File: src/rtl/dcache_pkg.sv
// Shared configuration for the write-through data cache: default geometry,
// derived address-field widths and FSM state encoding.
package dcache_pkg;

    localparam int DEF_LINES  = 16;
    localparam int DEF_WPL    = 4;
    localparam int DEF_ADDR_W = 32;

    localparam int WORD_W = $clog2(DEF_WPL);
    localparam int IDX_W  = $clog2(DEF_LINES);
    localparam int TAG_W  = DEF_ADDR_W - 2 - WORD_W - IDX_W;

    localparam logic [1:0] S_IDLE   = 2'd0;
    localparam logic [1:0] S_REFILL = 2'd1;
    localparam logic [1:0] S_WRITE  = 2'd2;

endpackage

File: src/rtl/dcache_store.sv
// Tag, valid and data arrays of the direct-mapped cache: combinational read,
// synchronous word write, line validate with tag write, async valid clear.
module dcache_store
    import dcache_pkg::*;
#(
    parameter int LINES    = DEF_LINES,
    parameter int WPL      = DEF_WPL,
    parameter int TAG_BITS = TAG_W
) (
    input  logic                     clk,
    input  logic                     rst,
    input  logic [$clog2(LINES)-1:0] rd_idx,
    input  logic [$clog2(WPL)-1:0]   rd_word,
    output logic [31:0]              rd_data,
    output logic [TAG_BITS-1:0]      rd_tag,
    output logic                     rd_valid,
    input  logic                     wr_en,
    input  logic [$clog2(LINES)-1:0] wr_idx,
    input  logic [$clog2(WPL)-1:0]   wr_word,
    input  logic [31:0]              wr_data,
    input  logic                     val_en,
    input  logic [$clog2(LINES)-1:0] val_idx,
    input  logic [TAG_BITS-1:0]      val_tag
);

    logic [31:0]         data_mem [LINES*WPL];
    logic [TAG_BITS-1:0] tag_mem  [LINES];
    logic [LINES-1:0]    valid;

    assign rd_data  = data_mem[{rd_idx, rd_word}];
    assign rd_tag   = tag_mem[rd_idx];
    assign rd_valid = valid[rd_idx];

    // Data and tags carry no reset; the valid bits alone decide whether a line counts.
    always_ff @(posedge clk) begin
        if (wr_en)
            data_mem[{wr_idx, wr_word}] <= wr_data;
        if (val_en)
            tag_mem[val_idx] <= val_tag;
    end

    always_ff @(posedge clk or posedge rst) begin
        if (rst)
            valid <= '0;
        else if (val_en)
            valid[val_idx] <= 1'b1;
    end

endmodule

File: src/rtl/dcache_wt.sv
// Direct-mapped, write-through, no-write-allocate data cache between the MEM
// stage and a multi-cycle backing memory; misses and all stores stall the pipe.
module dcache_wt
    import dcache_pkg::*;
#(
    parameter int LINES  = DEF_LINES,
    parameter int WPL    = DEF_WPL,
    parameter int ADDR_W = DEF_ADDR_W
) (
    input  logic              clk,
    input  logic              rst,
    input  logic              cpu_re,
    input  logic              cpu_we,
    input  logic [ADDR_W-1:0] cpu_addr,
    input  logic [31:0]       cpu_wdata,
    output logic [31:0]       cpu_rdata,
    output logic              cpu_stall,
    output logic              mem_req,
    output logic              mem_we,
    output logic [ADDR_W-1:0] mem_addr,
    output logic [31:0]       mem_wdata,
    input  logic              mem_ack,
    input  logic [31:0]       mem_rdata
);

    localparam int WORD_BITS = $clog2(WPL);
    localparam int IDX_BITS  = $clog2(LINES);
    localparam int TAG_BITS  = ADDR_W - 2 - WORD_BITS - IDX_BITS;

    logic [1:0]           state;
    logic [WORD_BITS-1:0] cnt;

    logic [WORD_BITS-1:0] word;
    logic [IDX_BITS-1:0]  idx;
    logic [TAG_BITS-1:0]  tag;
    logic [TAG_BITS-1:0]  rd_tag;
    logic                 rd_valid;
    logic                 hit;
    logic                 last;

    logic                 wr_en;
    logic [WORD_BITS-1:0] wr_word;
    logic [31:0]          wr_data;
    logic                 val_en;

    assign word = cpu_addr[2 +: WORD_BITS];
    assign idx  = cpu_addr[2 + WORD_BITS +: IDX_BITS];
    assign tag  = cpu_addr[ADDR_W-1 -: TAG_BITS];
    assign hit  = rd_valid && (rd_tag == tag);
    assign last = (cnt == WORD_BITS'(WPL - 1));

    // cpu_addr is frozen by the stall, so the index doubles as the refill target.
    assign wr_en   = mem_ack && ((state == S_REFILL) || (state == S_WRITE && hit));
    assign wr_word = (state == S_REFILL) ? cnt : word;
    assign wr_data = (state == S_REFILL) ? mem_rdata : cpu_wdata;
    assign val_en  = (state == S_REFILL) && mem_ack && last;

    dcache_store #(
        .LINES    (LINES),
        .WPL      (WPL),
        .TAG_BITS (TAG_BITS)
    ) u_store (
        .clk      (clk),
        .rst      (rst),
        .rd_idx   (idx),
        .rd_word  (word),
        .rd_data  (cpu_rdata),
        .rd_tag   (rd_tag),
        .rd_valid (rd_valid),
        .wr_en    (wr_en),
        .wr_idx   (idx),
        .wr_word  (wr_word),
        .wr_data  (wr_data),
        .val_en   (val_en),
        .val_idx  (idx),
        .val_tag  (tag)
    );

    always_comb begin
        cpu_stall = 1'b0;
        case (state)
            S_IDLE:   cpu_stall = cpu_we || (cpu_re && !hit);
            S_REFILL: cpu_stall = 1'b1;
            S_WRITE:  cpu_stall = !mem_ack;
            default:  cpu_stall = 1'b0;
        endcase
    end

    always_ff @(posedge clk or posedge rst) begin
        if (rst) begin
            state     <= S_IDLE;
            cnt       <= '0;
            mem_req   <= 1'b0;
            mem_we    <= 1'b0;
            mem_addr  <= '0;
            mem_wdata <= '0;
        end else begin
            case (state)
                S_IDLE: begin
                    if (cpu_we) begin
                        state     <= S_WRITE;
                        mem_req   <= 1'b1;
                        mem_we    <= 1'b1;
                        mem_addr  <= cpu_addr & ~ADDR_W'(3);
                        mem_wdata <= cpu_wdata;
                    end else if (cpu_re && !hit) begin
                        state    <= S_REFILL;
                        cnt      <= '0;
                        mem_req  <= 1'b1;
                        mem_we   <= 1'b0;
                        mem_addr <= {cpu_addr[ADDR_W-1:2+WORD_BITS], {(WORD_BITS+2){1'b0}}};
                    end
                end
                S_REFILL: begin
                    if (mem_ack) begin
                        cnt      <= cnt + WORD_BITS'(1);
                        mem_addr <= mem_addr + ADDR_W'(4);
                        if (last) begin
                            state   <= S_IDLE;
                            mem_req <= 1'b0;
                        end
                    end
                end
                S_WRITE: begin
                    if (mem_ack) begin
                        state   <= S_IDLE;
                        mem_req <= 1'b0;
                        mem_we  <= 1'b0;
                    end
                end
                default: begin
                    state   <= S_IDLE;
                    mem_req <= 1'b0;
                    mem_we  <= 1'b0;
                end
            endcase
        end
    end

endmodule

File: config.mk
export PLATFORM = sky130hd
export DESIGN_NAME = dcache_wt
export DESIGN_NICKNAME = d
export VERILOG_FILES = /design/src/rtl/dcache_pkg.sv /design/src/rtl/dcache_store.sv /design/src/rtl/dcache_wt.sv
export SDC_FILE = /design/constraint.sdc
export NUM_CORES = 2
export LEC_CHECK = 0
export CAP_MARGIN = 20
export CORE_UTILIZATION = 48
export DETAILED_ROUTE_END_ITERATION = 10
export DONT_BUFFER_PORTS = 1
export HOLD_SLACK_MARGIN = 0.15
export SLEW_MARGIN = 20
export SYNTH_ARGS = -nofsm -noshare
export SYNTH_HDL_FRONTEND = slang
export SYNTH_SLANG_ARGS = --single-unit
File: constraint.sdc
create_clock -name clk -period 5.8 [get_ports clk]
set_clock_uncertainty 0.2 [all_clocks]
set_input_delay 0.58 -clock clk [delete_from_list [all_inputs] [get_ports clk]]
set_output_delay 0.58 -clock clk [all_outputs]
set_load 0.02 [all_outputs]
==> impl_metrics.py <==
metrics = {
    "outcome": {
        "result_of_the_run": "finished clean",
    },
    "global_routing": {
        "number_of_global_route_vias_before_repair": 47900,
        "grt_first_pass_wirelength_um": 359000,
        "groute.usage.overall_pct": 24.6,
        "largest_net_degree_at_the_start_of_global_routing": 515,
        "number_of_antenna_violations_at_the_first_check_in_global_routing": 5,
        "grt.overflow.total": 0,
    },
    "floorplanning": {
        "core.rowCount": 165,
        "fp.dieArea_mm2": 0.206,
        "floorplan.die.width_um": 454,
        "initial_core_util_pct": 48.4,
        "boundaryPins": 200,
        "core_mm2": 0.203,
        "die-height_um": 454,
    },
    "place": {
        "place_congestion": 0.801,
        "port_buffers": 0,
        "dp_hpwl_um": 139000,
    },
    "finish": {
        "filler_cell_count": 14900,
        "drive_gt1_share_pct": 29.0,
        "finish.net_count": 4913,
        "area_growth_pct": 14.8,
    },
    "sta": {
        "setup_tns_ns": 0,
        "final_period_minus_worst_setup_slack_ns": 4.89,
        "relSlewSlack_pct": 15.4,
        "finalMaxSlewViolations": 0,
        "achievable-frequency_ghz": 0.204,
        "finalCritPeriodShare_pct": 84.4,
        "grt_setup_unrepaired": "no",
        "finalSetupViolCount": 0,
        "timing_worst_slew_pin_value_ns": 1.27,
        "finalHoldViolations": 0,
    },
    "power": {
        "power_per_cell_area_mw_per_mm2": 387,
        "power_leakage_nw": 35.6,
        "power_mw": 43.6,
        "worst_ir_drop_vdd_mv": 0.331,
    },
    "setup_path": {
        "critical_path.most_common_cell": "buf_4",
        "critPathKind": "input port to output port",
        "slowest_cell_delay_on_critical_path_ns": 0.52,
        "timing.critical_path.fanout_max": 51,
        "critPathArrivalTime_ns": 4.11,
        "critical_path.endpoint_type": "output port",
        "critical_path.startpoint_type": "input port",
        "crit_buf_inv": 4,
        "timing.critical_path.required_ns": 5.02,
        "cp_cell_sequence": "clkinv_1 -> buf_4 -> nand2_1 -> nor3_1 -> buf_4 -> a22oi_1 -> nand4_1 -> a211oi_1 -> o21ai_0 -> buf_4",
        "critical_path.top_delay_family": "compound AO/OA/AOI/OAI gates",
        "cpMaxStageDelayCell": "a211oi_1",
    },
    "detailed_routing": {
        "wirelength_um": 253000,
        "drt_first_pass_iters": 5,
        "first_iter_violations": 5570,
        "detailroute.via_count": 47800,
        "antenna_violating_nets_post_route": 0,
        "detail_route.wl_per_cell_um": 33.0,
        "detail_route.vias_per_cell": 6.23,
        "drcViolationCount": 0,
    },
    "clock_tree": {
        "clk-insertion-delay-late_ns": 0.92,
        "cts.htree.levels": 5,
        "post_cts.repair.setup_buffers": 0,
        "clock_sinks": 2516,
        "clock_buffers_created_by_tritoncts": 281,
        "clk_pin_slew_ns": 0.06,
        "cts_tree": "built",
        "cts_root_buffer": "clkbuf_16",
        "clock_tree.buffer_depth": 4,
    },
    "yosys": {
        "yosys.area.top_type_share_pct": 74.5,
        "synth_area_mm2": 0.0980,
        "synth_async_sr_flop_share_pct": 3.34,
        "synth_cells": 4466,
        "ys_ff_latch": 2516,
        "synth-warning-count": 0,
        "synthDominantAreaCellType": "edfxtp_1",
        "synthDistinctLibCells": 68,
        "postSynth.topFlopCell": "edfxtp_1",
        "synth-edff-count": 2432,
        "synthTopCellsByArea": "edfxtp_1 75%, mux4_2 16%, dfrtp_1 2.1%",
        "ys_seq_area_share_pct": 76.7,
        "avg_inst_size_synth_um2": 21.9,
    },
    "run": {
        "timing.max_cap.violations": 0,
    },
    "min_path": {
        "hold_class": "input port to flip-flop",
    },
}
[worst paths after layout]
| kind | startpoint | endpoint | slack (ns) | cells after the start |
|---|---|---|---|---|
| setup / recovery | cpu_addr[7] | cpu_rdata[29] | 0.91 | 10 |
| hold / removal | cpu_wdata[19] | u_store.data_mem[41][19] | 0.14 | 3 |
| setup reg to reg | u_store.tag_mem[9][14] | u_store.data_mem[62][23] | 1.09 | 11 |
| hold reg to reg | u_store.valid[6] | u_store.valid[6] | 0.26 | 1 |
| max in group asynchronous | rst | state[0] | 4.06 | 4 |
| min in group asynchronous | rst | mem_wdata[10] | 0.56 | 4 |
[layer usage]
| layer | global-route usage, % | part of all wire, % | up-vias |
|---|---|---|---|
| li1 | - | - | 19600 |
| met1 | 34.2 | 40 | 25900 |
| met2 | 39.9 | 50 | 1943 |
| met3 | 3.98 | 6.8 | 420 |
| met4 | 7.94 | 3.2 | 2 |
| met5 | 0 | 0.0055 | - |
[synth_stat cells (9+ instances only)]
master,number
a31oi_1,16
dfrtp_1,84
mux2i_1,98
xnor2_1,12
nand4_1,13
o211ai_1,12
or2_2,18
nand2_1,186
buf_2,43
edfxtp_1,2432
and3_1,9
a21oi_1,59
a221oi_1,10
nor2_1,82
buf_1,50
buf_4,18
xor2_1,13
mux2_2,54
o21ai_0,59
mux4_2,681
a22o_1,15
a2bb2oi_1,23
inv_1,44
clkbuf_1,134
a22oi_1,67
nor3_1,83
nand3_1,24
[final cells by class]
class / count / area [µm²] / share of cell area (%)
diodes: 3 / 7.51 / 0.00667
clock buffers: 355 / 7560 / 6.72
clock inverters: 112 / 823 / 0.731
inverters: 45 / 174 / 0.155
multi-input cells: 1656 / 22200 / 19.8
flip-flops and latches: 2516 / 75100 / 66.8
well taps: 2672 / 3340 / 2.97
repair buffers: 310 / 3280 / 2.91
[flip-flops by register name, indices dropped and copies added (netlist names)]
signal            cells
cnt                   2
u_store.tag_mem     384
mem_addr             30
mem_wdata            32
mem_we                1
mem_req               1
u_store.valid        16
u_store.data_mem   2048
state                 2
[power breakdown]
part / internal, mW / switching [mW] / leakage [nW]
clock: 9.65 / 6.88 / 4.11
combinational: 1.40 / 3.26 / 8.63
sequential: 21.8 / 0.620 / 22.9
[worst register-to-register path: stages, from the launching register on]
cell	delay, ns
edfxtp_1	0.35
mux4_2	0.45
mux4_2	0.49
xnor2_1	0.43
and2_1	0.21
o2111ai_1	0.08
nand4b_1	0.40
nor3_2	0.47
a31oi_4	0.13
buf_4	0.38
nor3_2	0.36
buf_4	0.36
[kinds of logic (layout without fill, tap and decap cells)]
group / Yosys count / after routing / synth area share, %
XOR/XNOR: 25 / 25 / 0.223
other: 1 / 5 / 0.00383
flip-flops: 2516 / 2516 / 76.7
buffers and inverters: 295 / 822 / 1.29
AND/OR/NAND/NOR: 453 / 453 / 2.09
adder cells (fa/ha/maj): 2 / 2 / 0.0255
AO/OA/AOI/OAI: 341 / 341 / 2.44
multiplexers: 833 / 833 / 17.3
[stage by stage]
stage	hold WS, ns	util, %	setup WS [ns]	cell area [µm²]	instances
3_3_place_gp	0.246	50.7	0.692	103000	7079
3_5_place_dp	0.248	50.8	0.716	103000	7083
5_1_grt	0.163	55.6	0.908	113000	7667
6_report	0.135	55.6	0.907	113000	7669
2_1_floorplan	0.233	-	-0.217	98000	4467
4_1_cts	0.152	55.5	0.938	112000	7659
[repair_timing]
item,CTS,global route
hold buffers,109,0
gates resized for setup,0,0
endpoints found under the hold margin,738,0
[cell usage in the layout, fill, tap and decap left out, types with 58 or more instances in the layout]
| cell type | count |
|---|---|
| nor2_1 | 64 |
| nand2_1 | 152 |
| clkbuf_1 | 58 |
| dfrtp_1 | 83 |
| edfxtp_1 | 2432 |
| a21oi_1 | 59 |
| nor3_2 | 66 |
| a22oi_1 | 67 |
| clkbuf_16 | 289 |
| mux2i_1 | 98 |
| mux4_2 | 681 |
| buf_4 | 150 |
| dlygate4sd3_1 | 108 |
Power figures use the tool's default switching activity.
